--- config.mk ---
export PLATFORM = sky130hd
export DESIGN_NAME = video_pattern_gen
export DESIGN_NICKNAME = d
export VERILOG_FILES = /design/src/rtl/video_pkg.sv /design/src/rtl/video_raster_cnt.sv /design/src/rtl/video_pattern_gen.sv
export SDC_FILE = /design/constraint.sdc
export NUM_CORES = 1
export LEC_CHECK = 0
export BUFFER_PORTS_ARGS = -buffer_cell sky130_fd_sc_hd__clkbuf_2
export CORE_MARGIN = 2
export CORE_UTILIZATION = 62
export CTS_BUF_LIST = sky130_fd_sc_hd__clkbuf_8
export DETAILED_ROUTE_END_ITERATION = 8
export GPL_TIMING_DRIVEN = 0
export PLACE_DENSITY = 0.83
export SLEW_MARGIN = 20
export SYNTH_ARGS = -nofsm -noshare
export SYNTH_HDL_FRONTEND = slang
export SYNTH_SLANG_ARGS = --single-unit
--- constraint.sdc ---
create_clock -name pix_clk -period 3.4 [get_ports pix_clk]
set_input_delay 0.17 -clock pix_clk [delete_from_list [all_inputs] [get_ports pix_clk]]
set_output_delay 0.17 -clock pix_clk [all_outputs]
set_load 0.02 [all_outputs]
--- src/rtl/video_pkg.sv ---
// ============================================================================
// video_pkg : shared pixel type, pattern codes and colour constants
// Rev 1.0   : initial release
// ============================================================================
`default_nettype none

package video_pkg;

  localparam int PIX_W = 24;
  typedef logic [PIX_W-1:0] pixel_t;

  localparam logic [2:0] PAT_BARS  = 3'd0;
  localparam logic [2:0] PAT_GRID  = 3'd1;
  localparam logic [2:0] PAT_GRAD  = 3'd2;
  localparam logic [2:0] PAT_BOX   = 3'd3;
  localparam logic [2:0] PAT_SOLID = 3'd4;

  localparam pixel_t C_WHITE     = 24'hFFFFFF;
  localparam pixel_t C_YELLOW    = 24'hFFFF00;
  localparam pixel_t C_CYAN      = 24'h00FFFF;
  localparam pixel_t C_GREEN     = 24'h00FF00;
  localparam pixel_t C_MAGENTA   = 24'hFF00FF;
  localparam pixel_t C_RED       = 24'hFF0000;
  localparam pixel_t C_BLUE      = 24'h0000FF;
  localparam pixel_t C_BLACK     = 24'h000000;
  localparam pixel_t C_DARK_BLUE = 24'h000040;

  function automatic pixel_t bar_colour(input logic [2:0] idx);
    pixel_t c;
    case (idx)
      3'd0:    c = C_WHITE;
      3'd1:    c = C_YELLOW;
      3'd2:    c = C_CYAN;
      3'd3:    c = C_GREEN;
      3'd4:    c = C_MAGENTA;
      3'd5:    c = C_RED;
      3'd6:    c = C_BLUE;
      default: c = C_BLACK;
    endcase
    return c;
  endfunction

endpackage

`default_nettype wire

--- src/rtl/video_raster_cnt.sv ---
// ============================================================================
// video_raster_cnt : x/y raster position and colour-bar index tracking
// Rev 1.0          : initial release
// ============================================================================
`default_nettype none

module video_raster_cnt #(
  parameter int IMAGE_WIDTH = 11
) (
  input  logic                   pix_clk,
  input  logic                   rst_n,
  input  logic [IMAGE_WIDTH-1:0] disp_w,
  input  logic [IMAGE_WIDTH-1:0] disp_h,
  input  logic                   frame_end,
  input  logic                   pixel_req,
  output logic [IMAGE_WIDTH-1:0] x,
  output logic [IMAGE_WIDTH-1:0] y,
  output logic [2:0]             bar_idx
);

  localparam logic [IMAGE_WIDTH-1:0] C_ONE = {{(IMAGE_WIDTH-1){1'b0}}, 1'b1};

  logic [IMAGE_WIDTH-1:0] r_x, r_y, r_bar_cnt;
  logic [2:0]             r_bar_idx;
  logic [IMAGE_WIDTH-1:0] w_bar_w, w_x_last, w_y_last;

  // A zero dimension wraps to all-ones here, giving a full 2^IMAGE_WIDTH span
  assign w_bar_w  = disp_w >> 3;
  assign w_x_last = disp_w - C_ONE;
  assign w_y_last = disp_h - C_ONE;

  always_ff @(posedge pix_clk or negedge rst_n) begin
    if (!rst_n) begin
      r_x       <= '0;
      r_y       <= '0;
      r_bar_cnt <= '0;
      r_bar_idx <= 3'd0;
    end else if (frame_end) begin
      r_x       <= '0;
      r_y       <= '0;
      r_bar_cnt <= '0;
      r_bar_idx <= 3'd0;
    end else if (pixel_req) begin
      if (r_x == w_x_last) begin
        r_x       <= '0;
        r_bar_cnt <= '0;
        r_bar_idx <= 3'd0;
        r_y       <= (r_y == w_y_last) ? '0 : r_y + C_ONE;
      end else begin
        r_x <= r_x + C_ONE;
        // Bar 7 absorbs any remainder pixels at the right edge
        if ((w_bar_w != '0) && (r_bar_cnt == w_bar_w - C_ONE)) begin
          r_bar_cnt <= '0;
          if (r_bar_idx != 3'd7)
            r_bar_idx <= r_bar_idx + 3'd1;
        end else begin
          r_bar_cnt <= r_bar_cnt + C_ONE;
        end
      end
    end
  end

  assign x       = r_x;
  assign y       = r_y;
  assign bar_idx = r_bar_idx;

endmodule

`default_nettype wire

--- src/rtl/video_pattern_gen.sv ---
// ============================================================================
// video_pattern_gen : test-pattern pixel source for the HDMI output path
// Option macro      : VIDEO_PATTERN_BORDER_EN (white 1-pixel frame border)
// Rev 1.0           : initial release
// ============================================================================
`default_nettype none

module video_pattern_gen
  import video_pkg::*;
#(
  parameter int IMAGE_WIDTH     = 11,
  parameter int HDMI_DATA_WIDTH = 24,
  parameter int BOX_SIZE        = 64
) (
  input  logic                       pix_clk,
  input  logic                       rst_n,
  input  logic [IMAGE_WIDTH-1:0]     disp_w,
  input  logic [IMAGE_WIDTH-1:0]     disp_h,
  input  logic                       frame_end,
  input  logic [2:0]                 pattern_sel,
  input  logic                       pixel_req,
  output logic [HDMI_DATA_WIDTH-1:0] pixel_data,
  output logic                       pixel_valid
);

  localparam logic [IMAGE_WIDTH-1:0] C_BOX = BOX_SIZE[IMAGE_WIDTH-1:0];

  logic [IMAGE_WIDTH-1:0] w_x, w_y, w_box_x, w_box_y, w_dx, w_dy;
  logic [2:0]             w_bar_idx;
  logic [7:0]             r_frame_cnt;
  logic [2:0]             r_active_sel;
  logic                   w_in_box;
  pixel_t                 w_pattern, w_pixel;

  video_raster_cnt #(
    .IMAGE_WIDTH (IMAGE_WIDTH)
  ) u_raster (
    .pix_clk   (pix_clk),
    .rst_n     (rst_n),
    .disp_w    (disp_w),
    .disp_h    (disp_h),
    .frame_end (frame_end),
    .pixel_req (pixel_req),
    .x         (w_x),
    .y         (w_y),
    .bar_idx   (w_bar_idx)
  );

  // Box drifts 2 px right and 1 px down per frame; unsigned wrap handles the edges
  assign w_box_x  = {{(IMAGE_WIDTH-9){1'b0}}, r_frame_cnt, 1'b0};
  assign w_box_y  = {{(IMAGE_WIDTH-8){1'b0}}, r_frame_cnt};
  assign w_dx     = w_x - w_box_x;
  assign w_dy     = w_y - w_box_y;
  assign w_in_box = (w_dx < C_BOX) && (w_dy < C_BOX);

  always_comb begin
    w_pattern = C_BLACK;
    case (r_active_sel)
      PAT_BARS:  w_pattern = bar_colour(w_bar_idx);
      PAT_GRID:  w_pattern = ((w_x[4:0] == 5'd0) || (w_y[4:0] == 5'd0)) ? C_WHITE : C_BLACK;
      PAT_GRAD:  w_pattern = {3{w_x[7:0]}};
      PAT_BOX:   w_pattern = w_in_box ? C_WHITE : C_DARK_BLUE;
      PAT_SOLID: w_pattern = C_RED;
      default:   w_pattern = C_BLACK;
    endcase
  end

`ifdef VIDEO_PATTERN_BORDER_EN
  logic w_border;
  assign w_border = (w_x == '0) || (w_x == disp_w - 1'b1) ||
                    (w_y == '0) || (w_y == disp_h - 1'b1);
  assign w_pixel  = w_border ? C_WHITE : w_pattern;
`else
  assign w_pixel  = w_pattern;
`endif

  // A request coinciding with frame_end is answered with the old position and selection
  always_ff @(posedge pix_clk or negedge rst_n) begin
    if (!rst_n) begin
      pixel_data   <= '0;
      pixel_valid  <= 1'b0;
      r_frame_cnt  <= 8'd0;
      r_active_sel <= 3'd0;
    end else begin
      pixel_valid <= pixel_req;
      if (pixel_req)
        pixel_data <= w_pixel;
      if (frame_end) begin
        r_frame_cnt  <= r_frame_cnt + 8'd1;
        r_active_sel <= pattern_sel;
      end
    end
  end

endmodule

`default_nettype wire

==> results of run 1 <==
## critical path, cell delays in order, from the launching register on
cell      delay, ns
dfrtp_1        0.55
ha_1           0.31
a21o_1         0.18
a31oi_1        0.34
o311ai_0       0.29
o31a_1         0.33
or4_1          0.59
buf_2          0.20
buf_6          0.15
a32oi_1        0.19
## sequential cells by signal, summed over array words and instances (netlist names)
name                flops
u_raster.bar_idx        3
r_frame_cnt             8
r_active_sel            3
pixel_valid             1
u_raster.x             11
pixel_data             24
u_raster.r_bar_cnt     11
u_raster.y             11
## logic make-up after synthesis
| kind of cell | Yosys count | synth area share |
|---|---|---|
| AOI/OAI and AO/OA | 143 | 0.194 |
| adders and majority gates | 30 | 0.0683 |
| xor gates and xnor gates | 48 | 0.0764 |
| buffers and inverters | 73 | 0.0544 |
| muxes | 16 | 0.0303 |
| DFF | 72 | 0.328 |
| and+or+nand+nor | 246 | 0.249 |
## worst min-delay path by stage
stage / from / to / slack, ns / depth (start not counted)
final: pattern_sel[2] / r_active_sel[2] / 0.03 / 2
after detailed placement: rst_n / pixel_data[1] / 0.21 / 1
after global placement: pixel_req / pixel_valid / 0.37 / 1
after global routing: pattern_sel[0] / r_active_sel[0] / 0.04 / 2
after CTS: pattern_sel[2] / r_active_sel[2] / 0.03 / 2
after floorplan: rst_n / pixel_data[0] / -0.13 / 0
## layout make-up
type / instances / share of cell area
Tap cell: 108 / 0.0221
Timing Repair Buffer: 50 / 0.0455
Clock buffer: 9 / 0.0203
Inverter: 38 / 0.0234
Buffer: 35 / 0.0256
Clock inverter: 7 / 0.0117
Multi-Input combinational cell: 483 / 0.556
Sequential cell: 72 / 0.295
## power by group
part,switching (mW),internal [mW]
Clock,0.356,0.339
Sequential,0.0954,0.946
Combinational,0.467,0.306
## through the flow
step	worst slack (ns)	hold WS, ns	cells
final	0.175	0.0311	802
after global routing	0.0794	0.0397	802
after CTS	0.258	0.0276	802
after detailed placement	0.264	0.211	784
after global placement	0.368	0.365	783
after floorplan	0.674	-0.126	628
## metal layers
metal | vias to the layer above | global-route usage | routed length [um]
met2 | 197 | 0.523 | 7100
met5 | - | 0 | 0
met4 | 0 | 0.119 | 308
met1 | 2543 | 0.401 | 6150
li1 | 2475 | - | -
met3 | 21 | 0.0501 | 866
## placed cells by master (no fill, tap or decap), drive strengths merged, types with 7 or more instances in the layout
| cell | Yosys | layout |
|---|---|---|
| a21oi | 12 | 12 |
| a22oi | 15 | 15 |
| a31oi | 13 | 13 |
| a32oi | 17 | 17 |
| and3 | 18 | 18 |
| buf | 11 | 12 |
| clkbuf | 24 | 80 |
| dfrtp | 72 | 72 |
| ha | 30 | 30 |
| inv | 37 | 39 |
| mux2i | 11 | 11 |
| nand2 | 61 | 61 |
| nand2b | 11 | 11 |
| nand3 | 23 | 23 |
| nand4 | 12 | 12 |
| nor2 | 26 | 26 |
| nor3 | 25 | 25 |
| nor3b | 13 | 13 |
| nor4 | 7 | 7 |
| nor4b | 15 | 15 |
| o21ai | 24 | 24 |
| or4 | 7 | 7 |
| xnor2 | 29 | 29 |
| xor2 | 19 | 19 |
## repair_timing
| action | 4_1_cts | 5_1_grt |
|---|---|---|
| endpoints found under the setup margin | 0 | 0 |
| hold endpoints to repair | 38 | 0 |
| hold buffers | 2 | 0 |
| setup buffers | 0 | 0 |
==> impl_metrics.toml, run 1 <==
[power]
p_leak_nw = 2.61
pwr_density_cell_mw_per_mm2 = 411
power_mw = 2.51
vdd_drop_max_uv = 256

[clock_tree]
cts_tree = "done"
cts_resized = 0
htree_num_levels = 3
numCtsBuffers = 9
clkSinkCount = 72
clk_latency_ns = 0.37
clockRootBuffer = "clkbuf_8"
cts.path.max_buffers = 2
clk_pin_slew_ns = 0.09

[place]
place_congestion = 0.953
dp_hpwl_um = 10700
postPlaceCellArea_mm2 = 0.00589
port_buffers = 47

[critical_path]
worst_r2r_endpoint = "pixel_data[12]"
startpoint = "u_raster.y[2]"
r2r_start = "u_raster.y[2]"
critPathCaptureType = "register"
cp_data_arrival_time_ns = 3.51
critPathCapture = "pixel_data[12]"
critPathMaxFanout = 10
worstPathRequired_ns = 3.68
worstSetupPathType = "register to register"
worstRegToRegCells = 9
rrSetupSlack_ns = 0.18
start_kind = "register"

[route]
initialDrtViolationCount = 360
drc = 0
totalWireLength_um = 14400
vias = 5236
firstDrtPassIters = 7
vias_per_cell = 6.53
antenna_left = 0
drt-wirelength-per-cell_um = 18.0

[sta]
hold_violations = 0
rsz0062_at_grt = "no"
slew_headroom = 0.357
setup_viol = 0
worst_pin_slew_ns = 0.958
fmax_ghz = 0.310
skew_ns = 0.0196
slew_violations = 0
fin_crit_sh = 0.948
tns_ns = 0
layout_min_cycle_time_ns = 3.22

[synthesis]
yosysMostFrequentCell = "dfrtp_1"
yosys_register_bits = 72
yosysTopAreaCell = "dfrtp_1"
syn_nets = 687
synthArstFlopShare = 1.00
ys.warnings.count = 0
synth_edf_count = 0
netlist.area_leader.share = 0.328
postSynthCellCount = 628
netlist_top_cells_area = "dfrtp_1 (33%), ha_1 (6.8%), xnor2_1 (4.6%)"
ys_seq_area_frac = 0.328
syn_area_mm2 = 0.00550
avgSynthCellArea_um2 = 8.76
synth_ff_type = "dfrtp_1"
synth_cell_types = 72
yosys-top-cells-count = "dfrtp_1 (72), nand2_1 (59), inv_1 (36), ha_1 (30), xnor2_1 (29)"

[floorplan]
die_h_um = 98.2
fp-row-count = 34
chipWidth_um = 98.2
num_io_pins = 54
initial_utilization = 0.634
core_mm2 = 0.00868
dieArea_mm2 = 0.00964

[worst_hold_path]
hold_class = "primary input to register"

[global_route]
grt_pass1_wl_um = 24600
grt_use_total = 0.310
grt_antenna_before_repair = 0
grt_pass1_vias = 5178
grt.overflow.total = 0
grt_max_degree = 39

[outcome]
status = "complete, no violations"

[run]
cap_violations = 0

[finish]
antennaDiodeCount = 0
area_delta_synth_final_pct = 11.1
layout-drive-gt1-share = 0.137
multi_input_area_mm2 = 0.00340
fin_util = 0.704
fin_area_mm2 = 0.00611
seqCellArea_mm2 = 0.00180
fillers = 721
final_nets = 748
(Power assumes the default switching activity.)
==> inputs of run 2 (changes only) <==
--- a/config.mk
+++ b/config.mk
@@ -5,6 +5,7 @@
 export SDC_FILE = /design/constraint.sdc
 export NUM_CORES = 1
 export LEC_CHECK = 0
+export ABC_AREA = 1
 export BUFFER_PORTS_ARGS = -buffer_cell sky130_fd_sc_hd__clkbuf_2
 export CORE_MARGIN = 2
 export CORE_UTILIZATION = 62
==> run 2 against run 1 <==
  * Synthesized area rose by 4.1%
  * Routed wire length shrank 3.9%
  * Clock-buffer cell count increased by 1
  * Clock skew down 0.0047 ns
  * Sequential power about the same
  * Die area rose by 4.0%
  * Flip-flop and latch count stayed put
  * Non-clock buffer count down 8
  * Global-route usage is 2.2 points lower
  * Clock power decreased by 7.9%
  * Combinational power up 18%
  * Largest power group unchanged
  * Largest cell class unchanged
==> impl_metrics.toml, run 2 <==
[clock_tree]
cts.path.max_buffers = 2
cts_setup_buffers = 0
clockRootBuffer = "clkbuf_8"
cts_resized = 0
numCtsBuffers = 9
cts_hold_buf = 2
htree_num_levels = 3
clk_pin_slew_ns = 0.09
cts_tree = "done"
clkSinkCount = 72
clk_latency_ns = 0.35

[critical_path]
cp_data_arrival_time_ns = 2.77
critPathMaxFanout = 10
critPathCaptureType = "register"
start_kind = "register"
worstSetupPathType = "register to register"
worstPathRequired_ns = 3.70

[floorplan]
core_mm2 = 0.00911
fp-row-count = 35
die_h_um = 100
dieArea_mm2 = 0.0100
initial_utilization = 0.629
num_io_pins = 54
chipWidth_um = 100

[route]
initialDrtViolationCount = 303
drc = 0
vias = 5701
vias_per_cell = 5.49
antenna_left = 0
totalWireLength_um = 13900
drt-wirelength-per-cell_um = 13.3
firstDrtPassIters = 6

[sta]
skew_ns = 0.0150
worst_pin_slew_ns = 0.893
tns_ns = 0
slew_violations = 0
rsz0062_at_grt = "no"
hold_violations = 0
fin_crit_sh = 0.727
slew_headroom = 0.400
layout_min_cycle_time_ns = 2.47
setup_viol = 0
fmax_ghz = 0.404
holdWs_ns = 0.0353
setup_ws_ns = 0.927

[synthesis]
synthArstFlopShare = 1.00
netlist_top_cells_area = "dfrtp_1 (31%), nand2_1 (17%), xor2_1 (8.0%)"
yosys_register_bits = 72
netlist.area_leader.share = 0.315
ys_seq_area_frac = 0.315
avgSynthCellArea_um2 = 6.69
ys.warnings.count = 0
syn_area_mm2 = 0.00573
postSynthCellCount = 856
yosysTopAreaCell = "dfrtp_1"
synth_ff_type = "dfrtp_1"
yosysMostFrequentCell = "nand2_1"
yosys-top-cells-count = "nand2_1 (266), inv_1 (99), nand3_1 (87), nor2_1 (85), dfrtp_1 (72)"
synth_edf_count = 0
syn_nets = 915
synth_cell_types = 37

[outcome]
status = "complete, no violations"

[place]
dp_slack_ns = 0.949
place_congestion = 0.896
port_buffers = 53
dp_hpwl_um = 10800

[power]
pwr_density_cell_mw_per_mm2 = 410
vdd_drop_max_uv = 322
p_leak_nw = 3.51
seqPwrFrac = 0.405
netSwitchingFraction = 0.401
internal_power_mw = 1.56
clkPwrFrac = 0.245
pwr-share-comb = 0.350
power.switching_mw = 1.05

[finish]
fillers = 783
final_nets = 982
regMostFlops = "pixel_data"
layout-drive-gt1-share = 0.102
final_common_cell = "nand2_1"
final_cell_mix = "nand2_1 (266), inv_1 (100), nand3_1 (87)"
fin_util = 0.698
antennaDiodeCount = 0
largest_register_ffs = 24
area_delta_synth_final_pct = 11.1

[worst_hold_path]
hold_class = "primary input to register"

[global_route]
grt_use_total = 0.288
grt_antenna_before_repair = 0
grt_max_degree = 50
grt_pass1_vias = 5457
grt.overflow.total = 0
grt_pass1_wl_um = 23500

[run]
cap_violations = 0
[run 2: changes by cell type after synthesis, moves of 16 or more]
cell      change
clkbuf_1     -17
nand2_1     +207
xnor2_1      -16
a32oi_1      -17
nand3_1      +65
nor2_1       +59
inv_1        +63
xor2_1       +33
and3_1       -18
[run 2: cell families (layout without fill, tap and decap cells)]
logic type                 after synthesis  in the layout  synth area share
adders and majority gates               30             30            0.0655
AOI/OAI and AO/OA                       68             68            0.0614
buffers and inverters                  125            197            0.0856
xor gates and xnor gates                66             66             0.104
DFF                                     72             72             0.315
and+or+nand+nor                        495            495             0.369
[run 2: per-stage QoR]
step                total power [mW]  cells  cell area [um2]
floorplan                       1.70    856             5730
global placement                1.92   1020             6130
detailed placement              1.97   1021             6160
CTS                             2.61   1039             6360
global route                    2.78   1039             6360
finish                          2.61   1039             6360
[run 2: worst paths after layout]
| path | from | endpoint | slack, ns | cells after the start |
|---|---|---|---|---|
| min reg2reg | r_frame_cnt[6] | r_frame_cnt[6] | 0.48 | 1 |
| max | u_raster.x[5] | pixel_data[13] | 0.93 | 13 |
| min | pattern_sel[1] | r_active_sel[1] | 0.04 | 3 |
| max reg2reg | u_raster.x[5] | pixel_data[13] | 0.93 | 13 |
| max in group asynchronous | rst_n | r_frame_cnt[0] | 2.56 | 3 |
| min in group asynchronous | rst_n | r_frame_cnt[6] | 0.28 | 2 |
[run 2: area by class of cell]
cell class	count	area, um2	share of cell area
plain buffers	21	100	0.0157
clock buffers	10	138	0.0216
clock inverters	6	42.5	0.00669
inverters	104	390	0.0614
multi-input cells	659	3430	0.540
flip-flops and latches	72	1800	0.283
well taps	111	139	0.0218
repair buffers	56	315	0.0496
[run 2: critical path, stage by stage, from the launching register on]
cell     delay (ns)
dfrtp_1        0.50
ha_1           0.37
a21oi_1        0.27
nand2_1        0.12
nor2_1         0.11
nor2_1         0.05
nor2_1         0.13
nand3_1        0.08
nor2_1         0.09
nand3_1        0.21
buf_2          0.25
nand3_1        0.11
nand2_1        0.06
nand2_1        0.07
[run 2: per-layer routing]
layer | vias up | track usage | share of wire
met1 | 2600 | 0.362 | 0.44
met5 | - | 0 | 0
li1 | 2860 | - | -
met2 | 198 | 0.489 | 0.47
met4 | 0 | 0.119 | 0.031
met3 | 43 | 0.0536 | 0.057
[run 2: power groups by stage]
stage	combinational (mW)	clock (mW)	sequential (mW)
final	0.913	0.639	1.06
after global routing	1.04	0.675	1.07
after CTS	0.908	0.642	1.06
after detailed placement	0.899	0	1.07
after global placement	0.860	0	1.07
after floorplan	0.595	0	1.11
